$ cat config.mk
export PLATFORM = sky130hd
export DESIGN_NAME = cp0
export DESIGN_NICKNAME = d
export VERILOG_FILES = /design/src/rtl/cp0_pkg.sv /design/src/rtl/cp0.sv
export SDC_FILE = /design/constraint.sdc
export NUM_CORES = 1
export LEC_CHECK = 0
export ABC_AREA = 1
export ABC_CLOCK_PERIOD_IN_PS = 1290
export CORE_UTILIZATION = 40
export CTS_CLUSTER_DIAMETER = 30
export CTS_CLUSTER_SIZE = 10
export DETAILED_ROUTE_END_ITERATION = 16
export PLACE_DENSITY_LB_ADDON = 0.05
export SYNTH_ARGS = -nofsm -noshare
export SYNTH_HDL_FRONTEND = slang
export SYNTH_SLANG_ARGS = --single-unit
$ cat constraint.sdc
create_clock -name clk -period 1.29 [get_ports clk]
set_input_delay 0.129 -clock clk [delete_from_list [all_inputs] [get_ports clk]]
set_output_delay 0.129 -clock clk [all_outputs]
set_load 0.03 [all_outputs]
$ cat src/rtl/cp0_pkg.sv
// Shared CP0 definitions: register indices, exception codes and SR/Cause field positions.
package cp0_pkg;

  localparam logic [4:0] REG_SR    = 5'd12;
  localparam logic [4:0] REG_CAUSE = 5'd13;
  localparam logic [4:0] REG_EPC   = 5'd14;
  localparam logic [4:0] REG_PRID  = 5'd15;

  localparam logic [4:0] EXC_INT     = 5'd0;
  localparam logic [4:0] EXC_ADEL    = 5'd4;
  localparam logic [4:0] EXC_ADES    = 5'd5;
  localparam logic [4:0] EXC_RI      = 5'd10;
  localparam logic [4:0] EXC_OV      = 5'd12;
  localparam logic [4:0] EXC_DEFAULT = 5'd0;

  localparam int SR_IE     = 0;
  localparam int SR_EXL    = 1;
  localparam int SR_IM_LO  = 10;
  localparam int SR_IM_HI  = 15;
  localparam int CAUSE_EXC_LO = 2;
  localparam int CAUSE_EXC_HI = 6;
  localparam int CAUSE_IP_LO  = 10;
  localparam int CAUSE_IP_HI  = 15;
  localparam int CAUSE_BD     = 31;

endpackage

$ cat src/rtl/cp0.sv
// Coprocessor 0 for the M stage: SR/Cause/EPC/PRId, interrupt and exception entry, eret.
module cp0
  import cp0_pkg::*;
#(
  parameter logic [31:0] PRID = 32'h0000_2022
) (
  input  logic        clk,
  input  logic        reset,
  input  logic [4:0]  CP0Addr,
  input  logic [31:0] CP0In,
  input  logic        CP0WE,
  input  logic [31:0] VPC,
  input  logic        isIDS,
  input  logic [4:0]  excCode,
  input  logic        EXLClr,
  input  logic [5:0]  HWInt,
  output logic [31:0] CP0Out,
  output logic [31:0] EPCOut,
  output logic        requestInt
);

  logic [5:0]  sr_im;
  logic        sr_exl;
  logic        sr_ie;
  logic        cause_bd;
  logic [5:0]  cause_ip;
  logic [4:0]  cause_exc;
  logic [31:0] epc;

  logic        int_req;
  logic        exc_req;
  logic [31:0] sr_val;
  logic [31:0] cause_val;

  assign int_req    = sr_ie & ~sr_exl & (|(HWInt & sr_im));
  assign exc_req    = ~sr_exl & (excCode != EXC_DEFAULT);
  assign requestInt = int_req | exc_req;

  assign sr_val    = {16'b0, sr_im, 8'b0, sr_exl, sr_ie};
  assign cause_val = {cause_bd, 15'b0, cause_ip, 3'b0, cause_exc, 2'b0};
  assign EPCOut    = epc;

  always_comb begin
    CP0Out = 32'b0;
    case (CP0Addr)
      REG_SR:    CP0Out = sr_val;
      REG_CAUSE: CP0Out = cause_val;
      REG_EPC:   CP0Out = epc;
      REG_PRID:  CP0Out = PRID;
      default:   CP0Out = 32'b0;
    endcase
  end

  // Exception entry wins over mtc0; eret's EXL clear wins over an mtc0 to SR.
  always_ff @(posedge clk) begin
    if (reset) begin
      sr_im     <= '0;
      sr_exl    <= 1'b0;
      sr_ie     <= 1'b0;
      cause_bd  <= 1'b0;
      cause_ip  <= '0;
      cause_exc <= '0;
      epc       <= '0;
    end else begin
      cause_ip <= HWInt;
      if (requestInt) begin
        sr_exl    <= 1'b1;
        cause_bd  <= isIDS;
        cause_exc <= int_req ? EXC_INT : excCode;
        epc       <= isIDS ? (VPC - 32'd4) : VPC;
      end else begin
        if (CP0WE && (CP0Addr == REG_SR)) begin
          sr_im  <= CP0In[SR_IM_HI:SR_IM_LO];
          sr_exl <= CP0In[SR_EXL];
          sr_ie  <= CP0In[SR_IE];
        end
        if (CP0WE && (CP0Addr == REG_EPC)) begin
          epc <= CP0In;
        end
        if (EXLClr) begin
          sr_exl <= 1'b0;
        end
      end
    end
  end

endmodule

* Yosys cells after proc, flatten, opt, wreduce, memory -nomap -nowiden *
Cells that the tools add are included.

storage, ports and cells
  bits in registers = 52
  bits of input ports = 85

cells by class
  add/subtract/negate cells = 1
  equal/unequal tests = 4
  mux-type cells = 8
  bitwise operators = 7
  reduce and logical (&&, ||, !) cells = 7

operators with widths
  kind                                                                    count
  32-bit case mux with 4 select lines                                     1
  32-bit 2-to-1 mux                                                       3
  32-bit by 3-bit subtractor with 32-bit output (second input constant)   1
  5-bit by 4-bit equality test with 1-bit output (second input constant)  4
  6-bit AND                                                               1
  6-bit OR reduction                                                      1
  5-bit 2-to-1 mux                                                        1
  5-bit nonzero test                                                      1
  1-bit AND                                                               3
  1-bit 2-to-1 mux                                                        3
  3-bit nonzero test                                                      1
  1-bit logical AND                                                       2
  1-bit inverter                                                          2
  2-bit AND reduction                                                     1
  2-bit nonzero test                                                      1
  1-bit bitwise OR                                                        1

* Longest topological paths before layout *
  depth after elaboration = 6
  gate-level depth with buffers = 13

* Worst setup path before layout *
OpenSTA, ideal clock, no wires.

  path type = register to output
  start = reg epc[4], in the netlist EPCOut[4]
  end = out CP0Out[4]
  arrival time = 1.272 ns
  data required time = 1.161 ns
  path slack = -0.111 ns
  cell stages (with the launch flop) = 3
  path through = dfxtp_1 inv_1 o21ai_0

on the way
  cells in the longest elaborated chain, start to end = 1

ends and longest elaborated chain
  item                                 line       text
  from (decl)                          cp0.sv:28  logic [31:0] epc;
  from (signal assigned)               cp0.sv:70  epc <= isIDS ? (VPC - 32'd4) : VPC;
  from (signal assigned)               cp0.sv:78  epc <= CP0In;
  32-bit case mux with 4 select lines  cp0.sv:45  case (CP0Addr)
  to (decl)                            cp0.sv:17  output logic [31:0] CP0Out,

No other way between the ends.

* Worst setup path after layout *
  start = in excCode[2]
  end = out requestInt

on the way
  cells in the longest elaborated chain, start to end = 3

ends and longest elaborated chain
  item                line       text
  from (decl)         cp0.sv:14  input logic [4:0] excCode,
  5-bit nonzero test  cp0.sv:36  assign exc_req = ~sr_exl & (excCode != EXC_DEFAULT);
  1-bit AND           cp0.sv:36
  1-bit bitwise OR    cp0.sv:37  assign requestInt = int_req | exc_req;
  to (decl)           cp0.sv:19  output logic requestInt

No other way between the ends.

==> qor.csv <==
stage;metric;value;unit
timing;layout_setup_ws;-0.295;ns
drt;drtIter0Drc;310;
critical_path;r2r_slack;-0.30;ns
power;peakVddDrop;0.451;mV
floorplanning;initial_utilization;42.0;%
synthesis;synth_area_leaders;dfxtp_1 28%, nand2_1 15%, inv_1 8.2%;
synthesis;ys_types;40;
synthesis;synth.cell_area;3730;µm²
final_layout;n_antenna_cell;0;
clock_tree;cts_tree;done;
floorplanning;ios;150;
synthesis;synth_top_area_cell;dfxtp_1;
critical_path;startpoint_type;input pin;
drt;vias_per_cell;5.24;
floorplanning;die_h;98.6;µm
timing;clock_skew;0.00722;ns
final_layout;drive_gt1_share;33.3;%
synthesis;ys_ff_latch;52;
worst_hold_path;min_path_type;in2reg;
final_layout;syn_to_final_growth;77.7;%
worst_hold_path;hold_path_depth;5;
synthesis;async_flop_share;0;%
final_layout;final_cell_mix;135 x nand2_1, 115 x buf_4, 77 x inv_1;
grt;grtUsageTotal;30.7;%
final_layout;layout_commonest_cell;nand2_1;
critical_path;r2r_end;sr_im[0];
critical_path;crit_arrival;1.46;ns
drt;postRouteAntennaNets;0;
clock_tree;cts.path.max_buffers;2;
final_layout;num-nets-final;916;
placed_design;portBuffers;149;
timing;fmax;631;MHz
grt;grt-ovfl-total;0;
critical_path;worstSetupEndpointType;output port;
critical_path;crit_path_max_fanout;4;
drt;via_count;4916;
critical_path;reg2reg_depth;10;
timing;period_needed;1.59;ns
timing;max_slew_margin;59.0;%
grt;grt_max_degree;25;
grt;antenna_found_initial;0;
synthesis;synth-seq-area-share;27.9;%
power;power.leakage;3.14;nW
clock_tree;numCtsBuffers;5;
placed_design;gp_congestion;1.04;
synthesis;syn_nets;670;
drt;routed_wirelength;15.5;mm
timing;drv_slew;0;
floorplanning;coreArea;8890;µm²
clock_tree;cts.sinks;52;
status;status;finished, violations left;
drt;first_pass_iters;5;
clock_tree;clockRootBuffer;clkbuf_8;
clock_tree;insertion_delay;0.31;ns
synthesis;avgSynthCellArea;6.40;µm²
synthesis;synth_edf_count;0;
timing;fin_crit_sh;123;%
floorplanning;rows;34;
synthesis;yosysWarningCount;0;
timing;rsz0062_at_grt;yes;
timing;finalHoldViolCount;0;
worst_hold_path;whs_endpoint;EPCOut[3];
synthesis;ys.flop_type;dfxtp_1;
power;p_per_area;751;nW/µm²
critical_path;setup.worst_path.class;in2out;
clock_tree;ctsHoldBuffers;0;
clock_tree;clk_pin_slew_worst_paths;0.10;ns
critical_path;crit_required;1.16;ns
flow_run;cap_violations;0;
final_layout;fin_util;74.6;%
synthesis;synth_top_area_share;27.9;%
power;power.total;4.98;mW
grt;grt_pass1_wl;23.6;mm
drt;drc;0;
floorplanning;die_x;98.6;µm
synthesis;synthesis.instances;584;
drt;wl_per_cell;16.5;µm
placed_design;place_hpwl;11.1;mm
timing;setup_viol;49;
floorplanning;die-area;9730;µm²
status;violations;setup timing;
clock_tree;h-tree-depth;2;
timing;tightest_slew;0.614;ns
grt;first_global_vias;4742;
critical_path;worstReg2RegStart;sr_im[4];
worst_hold_path;hold_path.startpoint;VPC[3];
==> how the worst max path moves through the flow <==
| stage | end | from | depth (start not counted) |
|---|---|---|---|
| CTS | requestInt | sr_im[3] | 8 |
| finish | requestInt | excCode[2] | 7 |
| global route | EPCOut[5] | sr_im[4] | 10 |
| global placement | EPCOut[9] | isIDS | 10 |
| floorplan | sr_im[4] | sr_im[1] | 10 |
| detailed placement | EPCOut[26] | VPC[2] | 12 |
==> logic make-up (layout without fill, tap and decap cells) <==
group	Yosys count	in the layout	synth area share (%)
AOI/OAI and AO/OA	110	110	18.3
xor gates and xnor gates	14	14	3.28
adders and majority gates	1	1	0.335
buffers and inverters	113	359	14.5
DFF	52	52	27.9
and+or+nand+nor	294	295	35.7
==> flip-flops by register name, indices dropped and copies added (netlist names) <==
signal / flops
EPCOut: 32
cause_ip: 6
sr_im: 6
cause_exc: 5
cause_bd: 1
sr_exl: 1
sr_ie: 1
==> routing by layer <==
metal | vias up | GRT usage [%] | part of all wire (%) | routed length [µm]
li1 | 2342 | - | - | -
met1 | 2284 | 38.5 | 41 | 6350
met2 | 247 | 55.2 | 49 | 7660
met3 | 43 | 2.98 | 6.6 | 1030
met4 | 0 | 9.64 | 3.0 | 469
met5 | - | 0 | 0 | 0
==> stage by stage <==
step | hold WS (ns) | setup TNS (ns) | cells | worst slack, ns | instance area [µm²]
6_report | 0.349 | -10.57 | 939 | -0.295 | 6640
5_1_grt | 0.373 | -15.47 | 939 | -0.401 | 6640
4_1_cts | 0.350 | -8.68 | 932 | -0.267 | 6320
3_5_place_dp | 0.458 | -31.16 | 914 | -0.578 | 5890
3_3_place_gp | 0.452 | -29.43 | 914 | -0.564 | 5890
2_1_floorplan | 0.236 | -0.0659 | 584 | -0.0256 | 3740
==> power by group <==
group	internal, mW	leakage [nW]	switching [mW]	total, mW
combinational	0.861	2.64	1.02	1.88
clock	0.686	0.0645	0.590	1.28
sequential	1.74	0.434	0.0883	1.83
total	3.28	3.14	1.70	4.98
==> worst max-delay path, cell delays in order <==
cell	delay (ns)
clkdlybuf4s50_1	0.46
nor2_1	0.12
nand2_1	0.12
o21ai_4	0.27
nand2_8	0.09
buf_12	0.14
buf_8	0.12
==> cells in the mapped netlist (2+ instances only) <==
cell type	count
inv_1	82
o21ai_2	4
nand4_1	6
nand3_1	34
a22o_1	4
nor2_4	3
nand2_2	3
o21ai_1	12
clkbuf_1	6
nand2_1	145
a21oi_2	7
xor2_1	12
inv_2	5
o21bai_1	4
a211oi_1	5
o21ai_0	28
nor2_1	80
dfxtp_1	52
nand3_4	2
o221ai_1	4
inv_4	3
buf_6	13
a21oi_1	29
buf_1	2
nor2_8	3
nand2_4	4
nor2_2	8
xnor2_1	2
nor3_1	3
and2_1	2
o211ai_1	8
==> cell type report <==
cell class              instances  area (µm²)
clock buffers                   7        96.3
repair buffers                260        2440
inverters                      90         369
multi-input cells             420        2500
well taps                     108         135
flip-flops and latches         52        1050
repair inverters                1        8.76
clock inverters                 1        30.0
fillers                       711        2260
==> what timing repair did <==
action | 4_1_cts | 5_1_grt
resized for setup | 135 | 67
buffers inserted | 7 | 6
pin swaps | 14 | 19
gates cloned | 3 | 3
endpoints found under the setup margin | 111 | 68
Note: power is estimated with default switching activity, not from simulation.
